==> src/rtl/uart_tx_arbiter.sv <==
// Round-robin, message-granular arbiter sharing one uart_tx among NUM_REQ byte streams.
// Optional lock timeout enabled by defining UART_ARB_TIMEOUT_EN.
module uart_tx_arbiter #(
  parameter int NUM_REQ = 4,
  parameter int TIMEOUT = 4096
) (
  input  logic                 clk,
  input  logic                 rst_n,
  input  logic [NUM_REQ-1:0]   req_valid,
  input  logic [8*NUM_REQ-1:0] req_data,
  input  logic [NUM_REQ-1:0]   req_last,
  output logic [NUM_REQ-1:0]   req_ready,
  output logic [7:0]           tx_data,
  output logic                 tx_data_valid,
  input  logic                 tx_ack,
  output logic [NUM_REQ-1:0]   grant,
  output logic                 busy
);

  localparam int IW = (NUM_REQ > 1) ? $clog2(NUM_REQ) : 1;

  typedef enum logic [1:0] {IDLE, ACCEPT, SEND, GAP} state_t;

  if (NUM_REQ < 1 || NUM_REQ > 8 || TIMEOUT < 2) begin : g_bad_params
    $error("uart_tx_arbiter: NUM_REQ must be 1..8 and TIMEOUT at least 2");
  end

  state_t            state_q, state_n;
  logic [7:0]        data_n;
  logic              valid_n;
  logic [NUM_REQ-1:0] grant_n;
  logic              lock_q, lock_n;
  logic [IW-1:0]     rr_q, rr_n;
  logic [IW-1:0]     owner_q, owner_n;
  logic              pick;
  logic [IW-1:0]     win;

`ifdef UART_ARB_TIMEOUT_EN
  localparam int CW = $clog2(TIMEOUT);
  logic [CW-1:0] cnt_q, cnt_n;
`endif

  function automatic logic [IW-1:0] next_idx(input logic [IW-1:0] i);
    if (int'(i) >= NUM_REQ - 1) return '0;
    return i + 1'b1;
  endfunction

  assign busy = (state_q != IDLE);

  always_comb begin
    // NOTE: every variable gets a default first so no path leaves it unassigned, which would infer a latch.
    state_n   = state_q;
    data_n    = tx_data;
    valid_n   = tx_data_valid;
    grant_n   = grant;
    lock_n    = lock_q;
    rr_n      = rr_q;
    owner_n   = owner_q;
    req_ready = '0;
    pick      = 1'b0;
    win       = '0;
`ifdef UART_ARB_TIMEOUT_EN
    cnt_n     = cnt_q;
`endif

    // A locked owner is the only candidate; otherwise search upward from rr_q with wrap.
    if (lock_q) begin
      pick = req_valid[owner_q];
      win  = owner_q;
    end else begin
      for (int k = 0; k < NUM_REQ; k++) begin
        if (!pick && req_valid[(int'(rr_q) + k) % NUM_REQ]) begin
          pick = 1'b1;
          win  = IW'((int'(rr_q) + k) % NUM_REQ);
        end
      end
    end

    case (state_q)
      IDLE: begin
        if (pick) begin
          req_ready[win] = rst_n;
          data_n         = req_data[int'(win)*8 +: 8];
          valid_n        = 1'b1;
          lock_n         = ~req_last[win];
          grant_n        = NUM_REQ'(1) << win;
          owner_n        = win;
          if (req_last[win]) rr_n = next_idx(win);
          state_n        = ACCEPT;
`ifdef UART_ARB_TIMEOUT_EN
          cnt_n          = '0;
`endif
        end
`ifdef UART_ARB_TIMEOUT_EN
        else if (lock_q) begin
          if (cnt_q == CW'(TIMEOUT - 1)) begin
            lock_n  = 1'b0;
            rr_n    = next_idx(owner_q);
            grant_n = '0;
            cnt_n   = '0;
          end else begin
            cnt_n = cnt_q + 1'b1;
          end
        end
`endif
      end
      ACCEPT: state_n = SEND;
      SEND: begin
        // An ack already high here is genuine: GAP only exits after seeing it low.
        if (tx_ack) begin
          valid_n = 1'b0;
          state_n = GAP;
        end
      end
      GAP: begin
        if (!tx_ack) begin
          state_n = IDLE;
          if (!lock_q) grant_n = '0;
        end
      end
      default: state_n = IDLE;
    endcase
  end

  always_ff @(posedge clk) begin
    // NOTE: sequential state uses non-blocking assignment so every register samples pre-edge values.
    if (!rst_n) begin
      state_q       <= IDLE;
      tx_data       <= '0;
      tx_data_valid <= 1'b0;
      grant         <= '0;
      lock_q        <= 1'b0;
      rr_q          <= '0;
      owner_q       <= '0;
`ifdef UART_ARB_TIMEOUT_EN
      cnt_q         <= '0;
`endif
    end else begin
      state_q       <= state_n;
      tx_data       <= data_n;
      tx_data_valid <= valid_n;
      grant         <= grant_n;
      lock_q        <= lock_n;
      rr_q          <= rr_n;
      owner_q       <= owner_n;
`ifdef UART_ARB_TIMEOUT_EN
      cnt_q         <= cnt_n;
`endif
    end
  end

endmodule

==> config.mk <==
export PLATFORM = sky130hd
export DESIGN_NAME = uart_tx_arbiter
export DESIGN_NICKNAME = d
export VERILOG_FILES = /design/src/rtl/uart_tx_arbiter.sv
export SDC_FILE = /design/constraint.sdc
export NUM_CORES = 1
export LEC_CHECK = 0
export ABC_AREA = 1
export CAP_MARGIN = 20
export CORE_MARGIN = 2
export CORE_UTILIZATION = 60
export DETAILED_ROUTE_END_ITERATION = 10
export DONT_BUFFER_PORTS = 1
export PLACE_DENSITY = 0.76
export SYNTH_ARGS = -nofsm -noshare
export SYNTH_HDL_FRONTEND = slang
export SYNTH_SLANG_ARGS = --single-unit
==> constraint.sdc <==
create_clock -name clk -period 2.98 [get_ports clk]
set_input_delay 0.298 -clock clk [delete_from_list [all_inputs] [get_ports clk]]
set_output_delay 0.298 -clock clk [all_outputs]
set_load 0.05 [all_outputs]
---- Yosys cells after proc, flatten, opt, wreduce, memory -nomap -nowiden ----
Cells that the tools add are included.
word-level totals
  bits of input ports ..................... 43
  latch bits .............................. 0
  memories kept ........................... 0
  output and inout port bits .............. 18
  memory bits (writable) .................. 0
  bits in read-only memories .............. 0
  flip-flop bits (word level) ............. 20
  logic and storage cells ................. 101
cells by class
  add/subtract/negate cells ............... 4
  eq/ne operators ......................... 7
  divide/modulo/power cells ............... 0
  $lt $le $gt $ge ......................... 8
  mux-type cells .......................... 49
  bitwise operators ....................... 5
  reduce and logical (&&, ||, !) cells .... 19
  shift-type cells ........................ 2
  $mul .................................... 0
operators with widths
  kind                                                         number
  indexed part select 32 x 6 -> 8 bit                          1
  2-to-1 mux 1 bit                                             24
  2-to-1 mux 2 bit                                             10
  2-to-1 mux 4 bit                                             5
  binary-select mux 1 bit (select 2 bit)                       6
  less-than comparator 3 x 4 -> 1 bit (second input constant)  3
  less-than comparator 2 x 3 -> 1 bit (second input constant)  3
  AND reduction 3 bit                                          3
  != test 2 bit (second input constant)                        4
  case mux 2 bit (4 select lines)                              1
  case mux 4 bit (2 select lines)                              1
  nonzero test 2 bit                                           3
  OR reduction 2 bit                                           3
  adder 2 x 1 -> 2 bit (second input constant)                 2
  adder 2 bit (second input constant)                          2
  bitwise AND 4 bit                                            1
  equality test 2 bit (second input constant)                  2
  logical AND 1 bit                                            4
  AND reduction 4 bit                                          1
  << shifter 1 x 2 -> 4 bit (first input constant)             1
  bitwise AND 1 bit (first input constant)                     3
  logical NOT 1 bit                                            3
  demux 1 bit (select 2 bit)                                   1
  equality test 2 x 1 -> 1 bit (second input constant)         1
  6 further kinds                                              6

---- Logic depth before layout (Yosys ltp) ----
  depth after elaboration ................. 24
  gate-level depth with buffers ........... 18
  gate-level depth less buffers ........... 17

---- Least setup slack after synthesis ----
OpenSTA, ideal clock, no wires.
  kind .................................... reg-to-output
  from .................................... reg rr_q[0]
  to ...................................... out req_ready[0]
  cell stages (with the launch flop) ...... 14
  buffers on the path ..................... 2
  data required time ...................... 2682 ps
  arrival ................................. 2482 ps
  path slack .............................. 200 ps
  cells stage by stage .................... dfxtp_1 -> buf_6 -> inv_8 -> nand2_1 -> nand3_1 -> nand2_1 -> inv_2 -> nand3_2 -> nor2_1 -> nor2_4 -> nand2_4 -> inv_6 -> buf_8 -> nor3_1
on the way
  cells in the longest elaborated chain, start to end .. 23
ends and longest elaborated chain
  what                                                                           line  text
  from (decl)                                                                    33    logic [IW-1:0] rr_q, rr_n;
  from (signal assigned)                                                         144   rr_q <= rr_n;
  parallel branches: the longest is 21 deep, another holds adder 2 x 1 -> 2 bit  n/a
  2-to-1 mux 4 bit *                                                             81    if (pick) begin
  2-to-1 mux 4 bit *                                                             79    case (state_q)
  to (decl)                                                                      12    output logic [NUM_REQ-1:0] req_ready,
Mark *: on every way between the ends. The select of a mux whose other input is x is not followed.

---- Worst setup path in the final report ----
  from .................................... reg rr_q[0]
  to ...................................... out req_ready[3]
The elaborated chain is that of the path after synthesis.

==> impl_metrics.json <==
{
  "core.rowCount": 18,
  "grt_setup_unrepaired": "false",
  "dr.first_iter.drc_count": 54,
  "setup_total_negative_slack_ns": 0,
  "asyncSetResetFlopFracSynth_pct": 0,
  "synth.yosys.seq_area_share_pct": 24.90,
  "fmaxAchievable_mhz": 371.3,
  "worst_r2r_endpoint": "rr_q[1]$_SDFFE_PN0P_",
  "grt_pass1_wl_um": 6016,
  "result_of_the_run": "complete, no violations",
  "port_buffers": 0,
  "synth.most_common_cell": "nand2_1",
  "floorplan.die.height_um": 55.77,
  "syn_nets": 303,
  "worst_hold_path.num_cells": 2,
  "clock_tree_from_tritoncts": "done",
  "flow.area_growth_from_synthesis_pct": 3.891,
  "drt_pass1_iterations": 5,
  "route.vias.total": 1582,
  "ctsHtreeMaxLevel": 1,
  "clkPwrFrac_pct": 9.4,
  "hold_path_origin": "rst_n",
  "cts-root-buf": "clkbuf_4",
  "synth-edff-count": 0,
  "finalWeightedCongestion": 0.8739,
  "ff2ff_path_depth": 16,
  "clock_path_buffers": 2,
  "finalNetCount": 305,
  "worstReg2RegStart": "rr_q[0]$_SDFFE_PN0P_",
  "synthesis.instances": 256,
  "numPlacedInstances": 283,
  "grt_max_degree": 25,
  "setup_violations": 0,
  "fillers": 255,
  "grt_most_used_layer": "met2",
  "criticalPathCategory": "register to primary output",
  "intPower_mw": 1.000,
  "synth.lib_cells_used.distinct": 27,
  "chip_width_um": 55.77,
  "grt_usage_pct": 23.69,
  "switching_power_mw": 1.446,
  "syn-cell-area_um2": 1608,
  "post_route_fraction_of_the_period_consumed_by_the_critical_path_pct": 90.37,
  "wl_per_instance_um": 12.77,
  "via_count_of_the_first_global_routing_pass": 1352,
  "tritoncts.num_buffers": 3,
  "detailedPlacementHpwl_um": 2749,
  "clk_transition_reported_paths_ns": 0.12,
  "final_max_slew_viol_count": 0,
  "clk-insertion-delay-late_ns": 0.31,
  "synth_warnings": 0,
  "tightest_slew_ns": 0.5249,
  "critical-path-slowest-cell": "dfxtp_2",
  "synth.top_cells.by_count": "nand2_1, nor2_1, inv_1",
  "globalRoute.totalOverflow": 0,
  "fp.coreArea_um2": 2500,
  "hold_path_class": "input port to register",
  "timing.max_cap.violations": 0,
  "route.antenna.remaining_nets": 0,
  "ioPinCount": 61,
  "finalHoldViolations": 0,
  "globalRouteMet3Util_pct": 4.419,
  "worst_ir_drop_vdd_mv": 1.083,
  "synth_top_flop_cell": "dfxtp_1",
  "finalClockSkew_ns": 0.004480,
  "postCtsSetupRepairBufs": 0,
  "synthDominantCellAreaShare_pct": 24.90,
  "pwr-share-comb_pct": 62.8,
  "hold_buffers": 0,
  "antenna_cells_inserted": 0,
  "register_area_um2": 401.6,
  "initial_core_util_pct": 64.31,
  "synth.area.top_cells": "dfxtp_1, nand2_1, nor2_1",
  "clock_sinks": 20,
  "cts.repair.resized": 0,
  "powerDensity_nw_per_um2": 1464,
  "initial_antenna_violation_count": 0,
  "path_cells": "nand2_1, nand2_2, nand2_1, nand2_1, inv_2, nand3_2, nor2_1, nor2_4, nand2_4, inv_6, ha_1, inv_1, nor2_1, buf_4",
  "remaining_drc_errors": 0,
  "met1_usage_pct": 30.07,
  "cp.required_ns": 2.68,
  "ys_seq_elements": 20,
  "critical_path.most_common_cell": "nand2_1",
  "drt_wl_total_um": 3664,
  "layout_min_cycle_time_ns": 2.693,
  "critical_path_peak_fanout": 15,
  "slowest_delay_ns": 0.50,
  "pwr-share-seq_pct": 27.8,
  "syn_area_per_cell_um2": 6.280,
  "relSlewSlack_pct": 64.96,
  "synth_largest_area_cell": "dfxtp_1",
  "worst-r2r-setup-slack_ns": 0.81,
  "total_die_area_um2": 3110,
  "stdcell_count": 287,
  "hold_end": "rr_q[1]$_SDFFE_PN0P_",
  "power.share.switching_pct": 59.11,
  "cellLeakagePower_nw": 0.8074,
  "grtUsageMet2_pct": 40.48,
  "multiInputGateArea_um2": 1027,
  "critPathLaunch": "rr_q[0]$_SDFFE_PN0P_",
  "critPathLaunchType": "register",
  "post_route_cells_drive_above_1_share_pct": 16.34,
  "setup.worst_path.end_class": "primary output",
  "drt-vias-per-instance": 5.512,
  "critical_path_arrival_ns": 2.39
}
==> critical path: cells and delay by family, from the launching register on <==
kind	cells	cell delay (ns)
buffers and inverters	4	0.49
adders and majority gates	1	0.20
DFF	1	0.50
and+or+nand+nor	9	0.92
==> final cells by class <==
type / instances / share of cell area, %
Multi-Input combinational cell: 201 / 61.50
Sequential cell: 20 / 24.04
Inverter: 27 / 6.816
Timing Repair Buffer: 5 / 2.247
Tap cell: 30 / 2.247
Clock inverter: 1 / 1.798
Clock buffer: 3 / 1.348
==> power groups by stage <==
stage	Combinational, mW	Clock, mW	Sequential [mW]
floorplan	1.39	0	0.650
global placement	1.51	0	0.684
detailed placement	1.53	0	0.685
CTS	1.54	0.232	0.678
global route	1.74	0.241	0.689
finish	1.54	0.230	0.679
==> cell usage in the layout (no fill, tap or decap), types with 2 or more instances in the layout <==
master / count
inv_2: 3
dfxtp_1: 19
o21ai_1: 16
nand2_2: 6
nor2_8: 2
nor2_2: 8
o21ai_0: 16
nor3_1: 3
o211ai_1: 3
nand3_2: 5
nand4_1: 4
nand2_1: 81
a21oi_1: 8
ha_1: 4
buf_4: 5
nor2_4: 3
nor2_1: 28
clkbuf_4: 3
nand2_4: 3
inv_1: 22
nand3_1: 9
==> logic make-up after synthesis <==
kind of cell	after synthesis	share of synthesized area [%]
buffers and inverters	35	11.21
adder cells (fa/ha/maj)	4	3.113
AND/OR/NAND/NOR	153	46.46
flip-flops	20	24.90
AO/OA/AOI/OAI	44	14.32
==> registers in the layout, indices dropped and copies added, names as in the netlist <==
signal / count
tx_data: 8
rr_q: 2
grant: 4
owner_q: 2
tx_data_valid: 1
lock_q: 1
state_q: 2
==> routing by layer <==
layer  wire length (um)  share of wire, %  vias to the layer above
met5                  0                 0                        -
met4                 29              0.79                        0
met3                221               6.0                        2
met2               1738                47                       55
li1                   -                 -                      826
met1               1674                46                      699
==> worst max-delay path by stage <==
stage | to | slack (ns) | depth (start not counted)
6_report | req_ready[3] | 0.29 | 14
5_1_grt | req_ready[3] | 0.1 | 14
4_1_cts | req_ready[3] | 0.11 | 14
3_5_place_dp | req_ready[3] | 0.47 | 14
3_3_place_gp | req_ready[3] | 0.52 | 14
2_1_floorplan | req_ready[0] | 0.20 | 13
==> stage by stage <==
step | total power [mW] | hold WS, ns | setup slack, ns | area (um^2) | util, %
final | 2.446 | 0.1035 | 0.2870 | 1670 | 66.82
after global routing | 2.668 | 0.1020 | 0.09983 | 1670 | 66.82
after CTS | 2.445 | 0.1041 | 0.1085 | 1669 | 66.77
after detailed placement | 2.212 | 0.4360 | 0.4660 | 1617 | 64.66
after global placement | 2.195 | 0.4291 | 0.5188 | 1617 | 64.66
after floorplan | 2.041 | 0.4677 | 0.2001 | 1608 | -
(Power assumes the default switching activity.)
